File: config.mk
export PLATFORM = sky130hd
export DESIGN_NAME = segm7_src_arbiter
export DESIGN_NICKNAME = d
export VERILOG_FILES = /design/src/rtl/segm7_src_arbiter.sv
export SDC_FILE = /design/constraint.sdc
export NUM_CORES = 1
export LEC_CHECK = 0
export ABC_AREA = 1
export CAP_MARGIN = 15
export CORE_ASPECT_RATIO = 0.7
export CORE_MARGIN = 4
export CORE_UTILIZATION = 44
export CTS_CLUSTER_SIZE = 25
export DETAILED_ROUTE_END_ITERATION = 8
export PLACE_DENSITY_LB_ADDON = 0.12
export RECOVER_POWER = 100
export SKIP_CTS_REPAIR_TIMING = 1
export SYNTH_ARGS = -nofsm -noshare
export SYNTH_HDL_FRONTEND = slang
export SYNTH_SLANG_ARGS = --single-unit
File: constraint.sdc
create_clock -name S_AXI_ACLK -period 2.4 [get_ports S_AXI_ACLK]
set_input_delay 0.24 -clock S_AXI_ACLK [delete_from_list [all_inputs] [get_ports S_AXI_ACLK]]
set_output_delay 0.24 -clock S_AXI_ACLK [all_outputs]
set_load 0.02 [all_outputs]
File: src/rtl/segm7_src_arbiter.sv
// Round-robin owner of a shared 8-digit 7-seg display.
// Grants one source, writes its word once, then holds it for a dwell time.
module segm7_src_arbiter #(
   parameter int NUM_SRC      = 4,
   parameter int DWELL_CYCLES = 1000,
   parameter int DATA_WIDTH   = 32
) (
   input  logic                          S_AXI_ACLK,
   input  logic                          S_AXI_ARSTN,
   input  logic [NUM_SRC-1:0]            REQ,
   input  logic [NUM_SRC*DATA_WIDTH-1:0] REQ_DATA,
   output logic [NUM_SRC-1:0]            GNT,
   output logic [2:0]                    OWNER,
   output logic                          OWNER_VLD,
   output logic                          DISP_WEN,
   output logic [DATA_WIDTH-1:0]         DISP_WDATA,
   input  logic                          DISP_READY
);

   localparam int PW = $clog2(NUM_SRC);
   localparam int CW = $clog2(DWELL_CYCLES + 1);

   typedef enum logic [1:0] {
      IDLE,
      LOAD,
      WRITE,
      DWELL
   } state_t;

   state_t                state;
   logic [PW-1:0]         ptr;
   logic [PW-1:0]         sel;
   logic                  hit;
   logic [CW-1:0]         cnt;
   logic [DATA_WIDTH-1:0] words [NUM_SRC];

   // Unpack the flat request data bus into per-source words.
   always_comb begin
      for (int i = 0; i < NUM_SRC; i++) begin
         words[i] = REQ_DATA[i*DATA_WIDTH +: DATA_WIDTH];
      end
   end

   // First requester at or after the rotation pointer, wrapping past the top.
   always_comb begin
      logic [PW:0] s;
      sel = '0;
      hit = 1'b0;
      s   = '0;
      for (int i = NUM_SRC - 1; i >= 0; i--) begin
         s = {1'b0, ptr} + (PW+1)'(i);
         if (s >= (PW+1)'(NUM_SRC)) begin
            s = s - (PW+1)'(NUM_SRC);
         end
         if (REQ[s[PW-1:0]]) begin
            sel = s[PW-1:0];
            hit = 1'b1;
         end
      end
   end

   // Arbitration FSM with registered grant, owner and display write outputs.
   always_ff @(posedge S_AXI_ACLK or negedge S_AXI_ARSTN) begin
      if (!S_AXI_ARSTN) begin
         state      <= IDLE;
         ptr        <= '0;
         cnt        <= '0;
         GNT        <= '0;
         OWNER      <= '0;
         OWNER_VLD  <= 1'b0;
         DISP_WEN   <= 1'b0;
         DISP_WDATA <= '0;
      end else begin
         unique case (state)
            IDLE: begin
               if (hit) begin
                  GNT        <= '0;
                  GNT[sel]   <= 1'b1;
                  DISP_WDATA <= words[sel];
                  OWNER      <= 3'(sel);
                  OWNER_VLD  <= 1'b1;
                  ptr        <= (sel == PW'(NUM_SRC - 1)) ? '0 : sel + PW'(1);
                  state      <= LOAD;
               end
            end
            LOAD: begin
               GNT      <= '0;
               DISP_WEN <= 1'b1;
               state    <= WRITE;
            end
            WRITE: begin
               if (DISP_READY) begin
                  DISP_WEN <= 1'b0;
                  cnt      <= '0;
                  state    <= DWELL;
               end
            end
            DWELL: begin
               if (cnt == CW'(DWELL_CYCLES - 1)) begin
                  cnt   <= '0;
                  state <= IDLE;
               end else begin
                  cnt <= cnt + CW'(1);
               end
            end
            default: state <= IDLE;
         endcase
      end
   end

endmodule

# After elaboration in Yosys (flattened, before gate mapping)

Index checks and enable logic that the tools add are counted.

Register bits: 54

$add $sub $neg: 9
$lt $le $gt $ge: 11
Equality and inequality tests: 8
Muxes and demuxes: 37
Bitwise operators: 1
Reduce and logical (&&, ||, !) cells: 10

Operators with widths:

| kind                  | count |
|---|---|
| $bmux 32 s2           | 1 |
| $mux 32               | 2 |
| $mux 2                | 12 |
| $mux 10               | 2 |
| $pmux 10 s2           | 1 |
| $lt 2x3->1 const B    | 5 |
| $ge 3x3->1 const B    | 4 |
| $add 10x1->10 const B | 1 |
| $eq 10x10->1 const B  | 1 |
| $mux 1                | 10 |
| $bmux 1 s2            | 4 |
| $pmux 2 s4            | 1 |
| $pmux 4 s2            | 1 |
| $reduce_and 2->1      | 4 |
| $sub 2x1->2 const B   | 4 |
| $add 2x2->3 const B   | 2 |
| $eq 2x2->1 const B    | 3 |
| $ne 2x2->1 const B    | 3 |
| $reduce_bool 2->1     | 3 |
| $mux 4                | 1 |
| $add 2x1->3 const B   | 1 |
| $ge 2x3->1 const B    | 1 |
| $not 2->3             | 1 |
| $reduce_and 3->1      | 1 |
| other kinds (7)       | 7 |

# Longest topological paths before layout

Depth in word-level cells: 15
Depth in mapped cells: 16

# Worst setup path before layout

No wires, ideal clock.

Path type: register to register
Start: register ptr[0]
End: register ptr[1]
Setup time: 0.083 ns
Arrival time: 1.857 ns
Data required time: 2.317 ns
Path slack: 0.461 ns
Stages on the path, launching flop included: 13
Period minus slack after synthesis: 1.939 ns
Path through: dfrtp_1 inv_2 nand2_1 and2_1 or2_4 nand2_1 nand2_2 nand2_4 buf_8 buf_8 inv_1 ha_1 o21ai_0

Word-level cells in the longest chain between the ends: 11
Elaborated cells between the ends (all ways): 35
Classes of those cells: add/sub: 8; order compare: 4; eq/ne: 1; mux: 21; reduce/logical: 1

Ends and longest elaborated chain:

| item                                      | RTL line | source |
|---|---|---|
| start: declaration                        | 31       | `logic [PW-1:0] ptr;` |
| start signal: assignment                  | 82       | `ptr <= (sel == PW'(NUM_SRC - 1)) ? '0 : sel + PW'(1);` |
| $add 2x2->3                               | 51       | `s = {1'b0, ptr} + (PW+1)'(i);` |
| $ge 3x3->1 or $sub 2x1->2 (tied branches) | 52, 53   |  |
| $mux 2                                    | 52       | `if (s >= (PW+1)'(NUM_SRC)) begin` |
| $bmux 1 s2                                | 55       | `if (REQ[s[PW-1:0]]) begin` |
| $mux 1 (not written as such)              | 55       |  |
| $mux 2 (4 in a row)                       | 55       |  |
| $add 2x1->2 or $eq 2x2->1 (tied branches) | 82       |  |
| $mux 2                                    | 82       |  |

Several ways; a longest one is shown, not always the timed one. The select of a mux whose other input is x is not followed.
A chain may end at the register's enable or synchronous reset.

# Final worst setup path

Start: register ptr[0]
End: register GNT[2]

Word-level cells in the longest chain between the ends: 15
Elaborated cells between the ends (all ways): 40
Classes of those cells: add/sub: 7; order compare: 6; eq/ne: 1; mux: 24; reduce/logical: 2

Ends and longest elaborated chain:

| item                                                           | RTL line | source |
|---|---|---|
| $add 2x2->3                                                    | 51       |  |
| $ge 3x3->1 or $sub 2x1->2 (tied branches)                      | 52, 53   |  |
| $mux 2                                                         | 52       |  |
| $bmux 1 s2                                                     | 55       |  |
| $mux 1 (not written as such)                                   | 55       |  |
| $mux 2 (4 in a row)                                            | 55       |  |
| $lt 2x3->1 (not written as such) or $ge 2x1->1 (tied branches) | 78       | `GNT[sel] <= 1'b1;` |
| $logic_and 1x1->1 (not written as such)                        | 78       |  |
| $mux 1 (not written as such)                                   | 78       |  |
| $demux 1 s2                                                    | 78       |  |
| $mux 4                                                         | 76       | `if (hit) begin` |
| $pmux 4 s2                                                     | 74       | `unique case (state)` |
| end signal: assignment                                         | 77       | `GNT <= '0;` |
| end signal: indexed assignment                                 | 78       |  |
| end signal: assignment                                         | 87       | `GNT <= '0;` |
| end: declaration                                               | 12       | `output logic [NUM_SRC-1:0] GNT,` |

Several ways; a longest one is shown, not always the timed one. The select of a mux whose other input is x is not followed.

==> summary.md <==
| Metric | Value |
|---|---|
| Mapped Cells | `690` |
| CTS H-tree depth | `2` |
| Post-synth net total | `831` |
| Unique masters post-synth | `32` |
| Yosys top cell area share | `31.37%` |
| WP data arrival | `2400 ps` |
| Synth cell count leaders | `nand2_1, inv_1, nand3_1` |
| Post-synth EDFFs | `0` |
| Initial DRT Pass Iterations | `5` |
| GR Overflow Total | `0` |
| Clock share of power | `8.7%` |
| Peak Freq | `0.4474 GHz` |
| Clk_skew | `5.946 ps` |
| Clk_lat worst skew | `290 ps` |
| Top-count cell post-synth | `nand2_1` |
| Diode count | `0` |
| Num rows | `29` |
| Net Sw Power | `4.275 mW` |
| CTS Root Cell | `clkbuf_16` |
| Port Buffer Count | `174` |
| Critical path class | `flip-flop to flip-flop` |
| Top area cells in the synthesized netlist | `dfrtp_1, nand2_1, nand3_1, inv_1, nand2_2` |
| Num CTS Buffers | `5` |
| Critical path peak fanout | `37` |
| Largest net degree at the start of global routing | `40` |
| Part of the cycle the worst path needs | `93.14%` |
| Slew @ Worst Pin | `1585 ps` |
| Clock sinks | `54` |
| Post-synthesis adder-cell area fraction | `1.743%` |
| Compound-gate portion of the synthesized area | `3.166%` |
| Drt via density | `4.842` |
| Die W | `126.3 um` |
| Sw Share | `52.18%` |
| Ys flop type | `dfrtp_1` |
| Yosys top cell by area | `dfrtp_1` |
| Drt drc | `0` |
| Worst endpoint required time | `2560 ps` |
| Initial Utilization | `46.38%` |
| Multiplexer share of the synthesized area | `0%` |
| Worst VDD drop | `0.8445 mV` |
| Largest family of logic cells by synthesized area | `simple AND/OR/NAND/NOR gates` |
| Slew Limit Headroom | `-5.653%` |
| Routed wire length | `13340 um` |
| Worst Path Buf+Inv | `4` |
| Detail Route Antenna Nets | `0` |
| Comb power frac | `72.7%` |
| Hold Path Class | `input pin to async pin` |
| Clock slew at reported path FFs | `70 ps` |
| Nets@finish | `991` |
| Synth Area per Inst | `6.243 um2` |
| DP Wirelength | `10300 um` |
| Die area | `0.01146 mm2` |
| Clk buf depth | `2` |
| Flops & latches, synth | `54` |
| Final setup viols | `0` |
| Max-cap violations | `1` |
| Tmin final | `2235 ps` |
| Flop pwr share | `18.6%` |
| Pins Over Slew Limit | `29` |
| Cell-internal power | `3.918 mW` |
| Global-route wire length before repair | `22110 um` |
| Mapped Area | `0.004308 mm2` |
| Starting DRT DRC Count | `437` |
| Register area share after synthesis | `31.37%` |
| Area delta synth->final | `44.03%` |
| Via count | `4721` |
| Final Wtd Congestion | `0.8902` |
| Initial antenna violation count | `0` |
| Final Util | `66.80%` |
| Layout cells sized above 1 | `5.993%` |
| CTS tree | `yes` |
| Unrepaired setup endpoints after global routing | `false` |
| Worst setup SP type | `flip-flop` |
| Pwr dens | `1321 mW/mm2` |
| Worst path max stage delay | `500 ps` |
| Core footprint | `0.009289 mm2` |
| Die height | `90.79 um` |
| Status | `complete, but fails checks` |
| Static leakage | `3.460 nW` |
| Xor and xnor area share after synthesis | `0.8132%` |
| CP max stage cell | `dfrtp_1` |
| Synth warnings | `0` |
| Critical path endpoint category | `flip-flop` |
| Fin. Hold Viols | `0` |
| Synth Area in Simple Gates | `42.38%` |
| WL/cell | `13.69 um` |
| # IOs | `176` |
| Vias in the first global route | `4737` |
| Worst hold margin | `333.5 ps` |
| Failing checks | `max-capacitance violations, max-slew violations` |
| Ys async rst share | `100.0%` |
| Top delay family on crit path | `buffers and inverters` |
| CP cell instances | `clkbuf_2 > nand2_1 > nand2_1 > nand2_2 > nand2_2 > nor2_1 > inv_1 > o21ai_4 > inv_1 > buf_4 > nand3_1 > o21ai_0` |
| GRT Total Usage | `23.02%` |
| Setup_tns | `0 ps` |
registers in the layout (all words and copies together), names as in the netlist:
name and flops:
ptr 2, GNT 4, OWNER 2, DISP_WEN 1
state 2, cnt 10, OWNER_VLD 1, DISP_WDATA 32
cell families after synthesis:
logic type,after synthesis
AOI/OAI and AO/OA,22
xor gates and xnor gates,4
adders and majority gates,6
buffers and inverters,192
DFF,54
other,1
and+or+nand+nor,411
cells in the final DEF (no fill, tap or decap):
cell and instances:
nand3_1 135, xor2_1 4, nand4_1 4, nor3b_1 2, dfrtp_1 54, or2_4 1, nand2_4 1, ha_1 6
nand3_2 2, dlygate4sd3_1 40, nor2_1 13, o21ai_0 13, o22ai_1 2, buf_12 4, conb_1 1, o21ai_2 1
o21ai_4 1, inv_2 2, clkinv_2 1, o21a_1 1, buf_4 8, and2_1 1, nor3_1 3, nand2_1 225
and3b_1 1, clkbuf_16 5, clkbuf_1 4, or2_1 1, clkbuf_2 2, clkinv_4 1, a21oi_1 3, inv_1 153
nand2_2 20, nor2_2 1, clkdlybuf4s50_1 133, nor4_1 1, a21boi_4 1
worst register-to-register path: cells and delay by family (launching register included):
kind / cells / cell delay, ps
AOI/OAI and AO/OA: 2 / 260
DFF: 1 / 500
buffers and inverters: 4 / 660
and+or+nand+nor: 6 / 680
power groups by stage:
stage	sequential (mW)	combinational (mW)	clock [mW]
after floorplan	1.87	4.03	0
after global placement	1.55	5.93	0
after detailed placement	1.54	6.09	0
after CTS	1.54	6.12	0.730
after global routing	1.57	6.61	0.769
final	1.52	5.96	0.710
final timing paths:
kind / startpoint / slack (ps) / cells past startpoint / end
setup / recovery: ptr[0] / 160 / 12 / GNT[2]
setup reg to reg: ptr[0] / 160 / 12 / GNT[2]
hold reg to reg: OWNER_VLD / 460 / 1 / OWNER_VLD
min in group S_AXI_ACLK: OWNER_VLD / 460 / 1 / OWNER_VLD
hold / removal: S_AXI_ARSTN / 330 / 1 / DISP_WDATA[7]
max in group asynchronous: S_AXI_ARSTN / 620 / 2 / ptr[1]
metal layers:
layer  GRT usage [%]  vias up  share of wire [%]
li1                -     2390                  -
met1           30.36     2145                 46
met2           37.88      171                 45
met3           6.028       15                8.4
met4           5.357        0                1.0
met5               0        -                  0
area by class of cell:
cell class | count | area, um2
multi-input combinational | 444 | 2081
tap | 124 | 155.1
timing repair buffer | 190 | 1893
clock buffer | 6 | 128.9
inverter | 155 | 581.8
clock inverter | 2 | 13.76
sequential | 54 | 1351
fill | 862 | 3084
through the flow:
step | total power [mW] | setup WS [ps] | area, um2 | instances
3_3_place_gp | 7.474 | 238.0 | 6091 | 967
2_1_floorplan | 5.898 | 460.7 | 4308 | 690
3_5_place_dp | 7.636 | 189.8 | 6091 | 967
6_report | 8.194 | 164.6 | 6205 | 975
4_1_cts | 8.385 | 255.5 | 6233 | 975
5_1_grt | 8.953 | 10.85 | 6205 | 975
No activity file was read; power rests on OpenSTA's default activity.
